**src/rtl/vga_fb_arbiter_if.sv**
```systemverilog
// Bundle of the video-read, pixel-writer, fill-control and RAM-command signals around the
// frame-buffer arbiter. The slave side is the arbiter; the master side is everything around it.
interface vga_fb_arbiter_if #(
  parameter int AW = 15,
  parameter int DW = 3
);
  logic          vid_req;
  logic [AW-1:0] vid_addr;
  logic [DW-1:0] vid_data;
  logic          vid_rvalid;
  logic          vid_ovr;

  logic          wr_valid;
  logic          wr_ready;
  logic [AW-1:0] wr_addr;
  logic [DW-1:0] wr_data;

  logic          clr_start;
  logic [DW-1:0] clr_color;
  logic          clr_busy;

  logic          mem_en;
  logic          mem_we;
  logic [AW-1:0] mem_addr;
  logic [DW-1:0] mem_wdata;
  logic [DW-1:0] mem_rdata;

  modport master (
    output vid_req, vid_addr, wr_valid, wr_addr, wr_data, clr_start, clr_color, mem_rdata,
    input  vid_data, vid_rvalid, vid_ovr, wr_ready, clr_busy, mem_en, mem_we, mem_addr, mem_wdata
  );

  modport slave (
    input  vid_req, vid_addr, wr_valid, wr_addr, wr_data, clr_start, clr_color, mem_rdata,
    output vid_data, vid_rvalid, vid_ovr, wr_ready, clr_busy, mem_en, mem_we, mem_addr, mem_wdata
  );
endinterface

```
**src/rtl/vga_fb_arbiter.sv**
```systemverilog
// Single-port frame-buffer arbiter: fixed-latency video reads win, fill engine next, writer last.
// Define FB_CLEAR_EN to compile in the full-buffer fill engine (clr_start/clr_color/clr_busy).
module vga_fb_arbiter #(
  parameter int AW      = 15,
  parameter int DW      = 3,
  parameter int FB_SIZE = 19200
) (
  input  logic              clk,
  input  logic              rst,
  vga_fb_arbiter_if.slave   bus
);

  typedef enum logic [1:0] {IDLE, VRD, WR, CLR} state_t;

  state_t        state, next_state;
  logic          rd_p1, rd_p1_oor, rd_p2, rd_p2_oor;
  logic          vid_take, vid_oor, vid_go;
  logic          wr_oor, wr_fire;
  logic          busy;
  logic [AW-1:0] clr_cnt;
  logic [DW-1:0] clr_col;

  // A request right behind an accepted one is dropped; out-of-range reads keep their slot in the
  // read pipeline (for the fixed latency) but never touch the RAM.
  assign vid_oor  = bus.vid_addr >= AW'(FB_SIZE);
  assign vid_take = bus.vid_req && !rd_p1;
  assign vid_go   = vid_take && !vid_oor;

  assign wr_oor       = bus.wr_addr >= AW'(FB_SIZE);
  assign bus.wr_ready = !bus.vid_req && !busy;
  assign wr_fire      = bus.wr_valid && bus.wr_ready && !wr_oor;

  // NOTE: every output of this combinational block gets a default first, so no latch is inferred.
  always_comb begin
    next_state = IDLE;
    if (vid_go)       next_state = VRD;
    else if (busy)    next_state = CLR;
    else if (wr_fire) next_state = WR;
  end

  // NOTE: sequential state uses non-blocking assignments so every flop samples pre-edge values.
  always_ff @(posedge clk or posedge rst) begin
    if (rst) begin
      state         <= IDLE;
      bus.mem_addr  <= '0;
      bus.mem_wdata <= '0;
    end else begin
      state <= next_state;
      case (next_state)
        VRD: bus.mem_addr <= bus.vid_addr;
        WR: begin
          bus.mem_addr  <= bus.wr_addr;
          bus.mem_wdata <= bus.wr_data;
        end
        CLR: begin
          bus.mem_addr  <= clr_cnt;
          bus.mem_wdata <= clr_col;
        end
        default: ;
      endcase
    end
  end

  // State is the command on the RAM this cycle, so the strobes decode straight from the flops.
  assign bus.mem_en = (state != IDLE);
  assign bus.mem_we = (state == WR) || (state == CLR);

  always_ff @(posedge clk or posedge rst) begin
    if (rst) begin
      rd_p1          <= 1'b0;
      rd_p1_oor      <= 1'b0;
      rd_p2          <= 1'b0;
      rd_p2_oor      <= 1'b0;
      bus.vid_rvalid <= 1'b0;
      bus.vid_data   <= '0;
      bus.vid_ovr    <= 1'b0;
    end else begin
      rd_p1          <= vid_take;
      rd_p1_oor      <= vid_oor;
      rd_p2          <= rd_p1;
      rd_p2_oor      <= rd_p1_oor;
      bus.vid_rvalid <= rd_p2;
      if (rd_p2) bus.vid_data <= rd_p2_oor ? DW'(0) : bus.mem_rdata;
      if (bus.vid_req && rd_p1) bus.vid_ovr <= 1'b1;
    end
  end

`ifdef FB_CLEAR_EN
  always_ff @(posedge clk or posedge rst) begin
    if (rst) begin
      busy    <= 1'b0;
      clr_cnt <= '0;
      clr_col <= '0;
    end else if (bus.clr_start && !busy) begin
      busy    <= 1'b1;
      clr_cnt <= '0;
      clr_col <= bus.clr_color;
    end else if (next_state == CLR) begin
      // The counter parks on the last word; the write there ends the fill.
      if (clr_cnt == AW'(FB_SIZE - 1)) busy <= 1'b0;
      else                             clr_cnt <= clr_cnt + AW'(1);
    end
  end
`else
  logic unused_clr;
  assign busy       = 1'b0;
  assign clr_cnt    = '0;
  assign clr_col    = '0;
  assign unused_clr = ^{bus.clr_start, bus.clr_color};
`endif

  assign bus.clr_busy = busy;

endmodule
```
**src/flat_wrapper.sv**
```systemverilog
// flat-port wrapper written by rule: the top's interface ports become plain ports
module vga_fb_arbiter_flat 
#(
  parameter int AW      = 15,
  parameter int DW      = 3,
  parameter int FB_SIZE = 19200
)
  (clk, rst, bus_vid_req, bus_vid_addr, bus_wr_valid, bus_wr_addr, bus_wr_data, bus_clr_start, bus_clr_color, bus_mem_rdata, bus_vid_data, bus_vid_rvalid, bus_vid_ovr, bus_wr_ready, bus_clr_busy, bus_mem_en, bus_mem_we, bus_mem_addr, bus_mem_wdata);
  vga_fb_arbiter_if #(.AW(AW), .DW(DW)) bus_i ();
  input  logic clk;
  input  logic rst;
  input wire logic [$bits(bus_i.vid_req)-1:0] bus_vid_req;
  input wire logic [$bits(bus_i.vid_addr)-1:0] bus_vid_addr;
  input wire logic [$bits(bus_i.wr_valid)-1:0] bus_wr_valid;
  input wire logic [$bits(bus_i.wr_addr)-1:0] bus_wr_addr;
  input wire logic [$bits(bus_i.wr_data)-1:0] bus_wr_data;
  input wire logic [$bits(bus_i.clr_start)-1:0] bus_clr_start;
  input wire logic [$bits(bus_i.clr_color)-1:0] bus_clr_color;
  input wire logic [$bits(bus_i.mem_rdata)-1:0] bus_mem_rdata;
  output wire logic [$bits(bus_i.vid_data)-1:0] bus_vid_data;
  output wire logic [$bits(bus_i.vid_rvalid)-1:0] bus_vid_rvalid;
  output wire logic [$bits(bus_i.vid_ovr)-1:0] bus_vid_ovr;
  output wire logic [$bits(bus_i.wr_ready)-1:0] bus_wr_ready;
  output wire logic [$bits(bus_i.clr_busy)-1:0] bus_clr_busy;
  output wire logic [$bits(bus_i.mem_en)-1:0] bus_mem_en;
  output wire logic [$bits(bus_i.mem_we)-1:0] bus_mem_we;
  output wire logic [$bits(bus_i.mem_addr)-1:0] bus_mem_addr;
  output wire logic [$bits(bus_i.mem_wdata)-1:0] bus_mem_wdata;
  assign bus_i.vid_req = bus_vid_req;
  assign bus_i.vid_addr = bus_vid_addr;
  assign bus_i.wr_valid = bus_wr_valid;
  assign bus_i.wr_addr = bus_wr_addr;
  assign bus_i.wr_data = bus_wr_data;
  assign bus_i.clr_start = bus_clr_start;
  assign bus_i.clr_color = bus_clr_color;
  assign bus_i.mem_rdata = bus_mem_rdata;
  assign bus_vid_data = bus_i.vid_data;
  assign bus_vid_rvalid = bus_i.vid_rvalid;
  assign bus_vid_ovr = bus_i.vid_ovr;
  assign bus_wr_ready = bus_i.wr_ready;
  assign bus_clr_busy = bus_i.clr_busy;
  assign bus_mem_en = bus_i.mem_en;
  assign bus_mem_we = bus_i.mem_we;
  assign bus_mem_addr = bus_i.mem_addr;
  assign bus_mem_wdata = bus_i.mem_wdata;
  vga_fb_arbiter #(.AW(AW), .DW(DW), .FB_SIZE(FB_SIZE)) u_core (.clk(clk), .rst(rst), .bus(bus_i));
endmodule
```
**config.mk**
```make
export PLATFORM = sky130hd
export DESIGN_NAME = vga_fb_arbiter_flat
export DESIGN_NICKNAME = d
export VERILOG_FILES = /design/src/rtl/vga_fb_arbiter_if.sv /design/src/rtl/vga_fb_arbiter.sv /design/src/flat_wrapper.sv
export SDC_FILE = /design/constraint.sdc
export NUM_CORES = 1
export LEC_CHECK = 0
export ABC_AREA = 1
export ABC_CLOCK_PERIOD_IN_PS = 1300
export CAP_MARGIN = 20
export CORE_ASPECT_RATIO = 0.7
export CORE_MARGIN = 1
export CORE_UTILIZATION = 35
export DETAILED_ROUTE_END_ITERATION = 7
export HOLD_SLACK_MARGIN = 0.08
export PLACE_DENSITY = 0.72
export SLEW_MARGIN = 10
export SYNTH_ARGS = -nofsm -noshare
export SYNTH_HDL_FRONTEND = slang
export SYNTH_SLANG_ARGS = --single-unit
```
**constraint.sdc**
```tcl
create_clock -name clk -period 1.3 [get_ports clk]
set_clock_uncertainty 0.15 [all_clocks]
set_input_delay 0.13 -clock clk [delete_from_list [all_inputs] [get_ports clk]]
set_output_delay 0.13 -clock clk [all_outputs]
set_load 0.01 [all_outputs]
```
# After elaboration in Yosys (flattened, before gate mapping)
# Index checks and enable logic that the tools add are counted.
[totals]
input_bits = 44
output_inout_bits = 27
elab_cells = 35
regBits = 29
[classes]
reduce_logical = 13
magnitude_cmp = 2
n_eq_ne = 5
muxes = 5
[op_table]
columns = ["cell", "n"]
rows = [
  ["15-bit one-hot mux with 3 select lines", 1],
  ["15-bit >= comparator (second input constant)", 2],
  ["2-bit equality test (second input constant)", 4],
  ["3-bit one-hot mux with 2 select lines", 1],
  ["1-bit logical AND", 5],
  ["1-bit zero test", 4],
  ["2-bit two-way mux", 2],
  ["2-bit nonzero test", 2],
  ["3-bit two-way mux", 1],
  ["3-bit nonzero test", 1],
  ["2-bit by 1-bit equality test with 1-bit output (second input constant)", 1],
  ["1-bit logical OR", 1],
]

# Logic depth before layout (Yosys ltp)
[depth]
depth_word = 7
mapped_depth = 8

# Worst setup path after synthesis
# OpenSTA, ideal clock, no wires.
[synth_path]
path_type = "register to register"
start = "register u_core.rd_p1"
end = "register u_core.bus.mem_addr[7]"
stages_incl_launch_ff = 6
path_slack_ns = 0.065
t_arrival_ns = 0.961
synth_period_minus_slack_ns = 1.235
required_time_ns = 1.025
setup_ns = 0.125
cell_sequence = "dfrtp_1 nor2_4 nand3_4 buf_4 nand3_1 nand3_1"
[synth_via]
elab_chain_len = 6
[synth_lines]
columns = ["element", "line_no", "text"]
rows = [
  ["from (decl)", "vga_fb_arbiter.sv:16", "logic rd_p1, rd_p1_oor, rd_p2, rd_p2_oor;"],
  ["from (signal assigned)", "vga_fb_arbiter.sv:78", "rd_p1 <= vid_take;"],
  ["1-bit zero test (*)", "vga_fb_arbiter.sv:26", "assign vid_take = bus.vid_req && !rd_p1;"],
  ["1-bit logical AND (*)", "vga_fb_arbiter.sv:26", ""],
  ["net u_core.vid_take", "vga_fb_arbiter.sv:17", "logic vid_take, vid_oor, vid_go;"],
  ["1-bit logical AND (*)", "vga_fb_arbiter.sv:27", "assign vid_go = vid_take && !vid_oor;"],
  ["2-bit two-way mux (*)", "vga_fb_arbiter.sv:36", "if (vid_go) next_state = VRD;"],
  ["2-bit equality test / 2-bit by 1-bit equality test with 1-bit output (equally long branches)", "vga_fb_arbiter.sv:49", "case (next_state)"],
  ["15-bit one-hot mux with 3 select lines / 3-bit nonzero test (equally long branches)", "n/a", ""],
  ["to (signal assigned)", "vga_fb_arbiter.sv:50", "VRD: bus.mem_addr <= bus.vid_addr;"],
  ["to (signal assigned)", "vga_fb_arbiter.sv:52", "bus.mem_addr <= bus.wr_addr;"],
  ["to (signal assigned)", "vga_fb_arbiter.sv:56", "bus.mem_addr <= clr_cnt;"],
  ["to (decl)", "vga_fb_arbiter_if.sv:35", "output vid_data, vid_rvalid, vid_ovr, wr_ready, clr_busy, mem_en, mem_we, mem_addr, mem_wdata"],
]
# The timed path passes the listed nets; every way through them passes the cells marked *.
# A chain may end at the register's enable or synchronous reset.

# Worst setup path in the final report
[layout_path]
start = "register u_core.state[0]"
end = "output bus_mem_en"
[layout_via]
elab_chain_len = 1
[layout_lines]
columns = ["element", "line_no", "text"]
rows = [
  ["from (decl)", "vga_fb_arbiter.sv:15", "state_t state, next_state;"],
  ["from (signal assigned)", "vga_fb_arbiter.sv:48", "state <= next_state;"],
  ["2-bit nonzero test", "vga_fb_arbiter.sv:65", "assign bus.mem_en = (state != IDLE);"],
  ["to (decl)", "flat_wrapper.sv:25", "output wire logic [$bits(bus_i.mem_en)-1:0] bus_mem_en;"],
]
# No other way between the ends.

==> results by group <==
Run status
  – Status: completed

STA
  – Final worst-path cycle share: between 90 and 100%
  – Fmax: about 0.77 GHz
  – Hold slack: 66.97 ps
  – Setup tns final: 0 ps
  – Fin crit period: 1297 ps
  – Pins Over Slew Limit: 0
  – Setup repair after global routing missed its margin: true
  – Final hold violations: 0
  – Setup Viol. Count Final: 0

Worst setup path
  – WP data required: just over 1000 ps
  – Worst R2R Start: u_core.rd_p1
  – CP Data Arrival Time: slightly above 1000 ps
  – Reg2reg path depth: 5
  – Crit Path Class: register to output port
  – Worst-path fanout max: 1
  – Critical path endpoint category: output port
  – Worst r2r dst: u_core.bus.mem_addr[2]
  – FF-to-FF setup slack: around 40 ps
  – CP startpoint kind: register

Placed design
  – Final GP Congestion: 0.7474
  – Placed cell count: 270
  – PortBufs: between 60 and 70
  – DP HPWL: ~2600 um

Floorplan
  – Chip width: between 70 and 80 um
  – Core ar.: 0.003603 mm2
  – Die Ht: about 54 um
  – Rows: 18
  – Total die area: ~0.004 mm2
  – I/O pin cnt: a little over 70
  – Initial core utilization: between 30% and 40%

Synthesis
  – Yosys warnings: 0
  – Synth area leader: dfrtp_1
  – Mapped Nets: approximately 190
  – Synth Cell Area: 0.001343 mm2
  – Seq/Total Area, Yosys: between 50% and 60%
  – Avg Cell Area, Syn: roughly 9.1 um2
  – Synth cell types: 20
  – Predominant post-synthesis flop cell: dfrtp_1
  – Cell with the most instances after synthesis: nand3_1
  – Mapped Cells: approximately 150
  – Post-synth top area share: a little over half
  – Most frequent cells after synthesis: nand3_1 (33), dfrtp_1 (29), nand2_1 (29), nand4_1 (15), inv_1 (13)
  – Area contributors post-synth: dfrtp_1 (54%), nand3_1 (12%), nand2_1 (8.1%)
  – Number of synthesized flops with an enable pin: 0
  – Synth async-reset ratio: 100.0%
  – Number of synthesized register bits: 29

Flow run
  – Max-cap violations: 0

Pwr
  – Worst vdd ir: roughly 0.65 mV
  – Seq pwr share: a little over two fifths
  – PwrDens: approximately 1100 mW/mm2
  – NetSw: 0.0007478 W
  – Switching portion of total power: approximately 28%
  – Combinational power share: between 20% and 30%
  – Leakage: between 1 and 1.5 nW
  – Cell Int Power: between 0.0015 and 0.002 W
  – Clk pwr share: between 30% and 40%

Routing
  – DR pass1 iterations: 5
  – Remaining DRCs: 0
  – Post-Route WL: 3928 um
  – Antenna Nets Post-Route: 0
  – DR WL/cell: ~13 um
  – Initial DRC count: 48
  – Via count: about 1,400
  – Via density: roughly 4.9

Final layout
  – Area grow syn2layout: 79.40%
  – Final cell count without fillers: 291
  – Antenna Cells: 0
  – Fraction of layout cells with a size suffix above 1: between 20% and 30%
  – Layout net count: 284

Global route
  – Largest net degree at the start of global routing: 30
  – GRT Residual Overflow: 0
  – First-pass GRT wire length: between 6000 and 7000 um
  – Antenna violations before repair: 0
  – Vias in the first global route: ~1,300
  – Total track usage: 20.56%

Min path
  – Hold path start: bus_wr_addr[9]
  – Hold Crit Depth: 3
  – Hold Path Class: input port to register
  – Hold Path Sink: u_core.bus.mem_addr[9]

Clock tree
  – Clk slew on worst S/H paths: 70 ps
  – CTS root buf: clkbuf_8
  – CTS tree: yes
  – H-tree depth: 2
  – Num CTS Buffers: 5
  – CTS Sinks: 29
  – Worst-skew pair later-pin latency: 280 ps
  – Clock Path Buffers: 2
==> cell type report <==
type	count	area, um2
inverter	15	66.31
clock inverter	1	5.005
fill	301	1195
multi-input combinational	96	558.0
tap	50	62.56
timing repair buffer	93	894.6
sequential	29	725.7
clock buffer	7	96.34
==> how the worst max path moves through the flow <==
stage	startpoint	to	slack, ps	depth (start not counted)
floorplan	u_core.rd_p1	u_core.bus.mem_addr[7]	60	5
global placement	bus_wr_valid	u_core.bus.mem_wdata[2]	-330	7
detailed placement	bus_wr_addr[14]	u_core.bus.mem_addr[7]	-370	8
CTS	u_core.state[1]	bus_mem_en	-50	2
global route	u_core.state[1]	bus_mem_en	-20	2
finish	u_core.state[0]	bus_mem_en	3	2
==> placed cells by master, fill, tap and decap left out <==
cell,count
nor2_4,2
conb_1,1
dlygate4sd3_1,6
clkinv_2,1
clkdlybuf4s50_1,26
or2_4,1
dlygate4sd2_1,29
nor2_1,1
nand3_1,29
a21o_1,1
o21ai_0,3
buf_6,6
dlymetal6s2s_1,9
nor2_2,3
buf_12,1
nand3_2,7
inv_1,13
buf_4,16
o21ai_4,1
inv_8,1
o21ai_2,1
dfrtp_1,29
nand3_4,2
nand4_1,15
inv_4,1
nand2_1,29
clkbuf_8,7
==> per-layer routing <==
layer  track usage [%]  wire length [um]  vias up
met5                 0                 0        -
met4             10.90                67        0
met3             5.085               254        7
met2             32.58              1706       60
met1             26.74              1901      661
li1                  -                 -      687
==> power by group through the flow <==
| stage | combinational, W | clock [W] | sequential, W |
|---|---|---|---|
| 3_3_place_gp | 0.000713 | 0 | 0.00112 |
| 6_report | 0.000687 | 0.000833 | 0.00111 |
| 5_1_grt | 0.000751 | 0.000890 | 0.00112 |
| 4_1_cts | 0.000649 | 0.000842 | 0.00110 |
| 2_1_floorplan | 0.000216 | 0 | 0.00117 |
| 3_5_place_dp | 0.000719 | 0 | 0.00112 |
==> repair_timing <==
action                                 CTS  global route
endpoints found under the hold margin   29             4
hold buffers                             1             5
pin swaps                                0             7
cloned                                   1             1
gates resized for setup                 36            28
setup buffers                            3             2
setup endpoints to repair               35            17
==> cell families (layout without fill, tap and decap cells) <==
| logic type | after synthesis | in the layout | synth area share, % |
|---|---|---|---|
| and+or+nand+nor | 88 | 89 | 34.39 |
| DFF | 29 | 29 | 54.05 |
| buffers and inverters | 23 | 116 | 8.295 |
| AOI/OAI and AO/OA | 6 | 6 | 2.982 |
| other | 1 | 1 | 0.2793 |
==> per-stage QoR <==
| step | util, % | area, um2 | power (W) | setup slack [ps] |
|---|---|---|---|---|
| after global placement | 59.20 | 2133 | 0.001834 | -325.0 |
| after global routing | 66.84 | 2409 | 0.002762 | -24.33 |
| after detailed placement | 59.20 | 2133 | 0.001840 | -365.3 |
| after floorplan | - | 1343 | 0.001383 | 64.64 |
| after CTS | 62.47 | 2251 | 0.002593 | -51.61 |
| final | 66.84 | 2409 | 0.002627 | 2.968 |
==> state kept, by name, summed over array words and instances, names as in the netlist <==
register and count:
u_core.rd_p2 1, u_core.state 2, u_core.rd_p2_oor 1, u_core.bus.vid_ovr 1
u_core.rd_p1 1, u_core.bus.vid_rvalid 1, u_core.rd_p1_oor 1, u_core.bus.mem_wdata 3
u_core.bus.vid_data 3, u_core.bus.mem_addr 15
==> worst max-delay path, cell delays in order (launching register included) <==
cell,delay (ps)
dfrtp_1,390
or2_4,230
buf_6,120
Power figures use the tool's default switching activity.
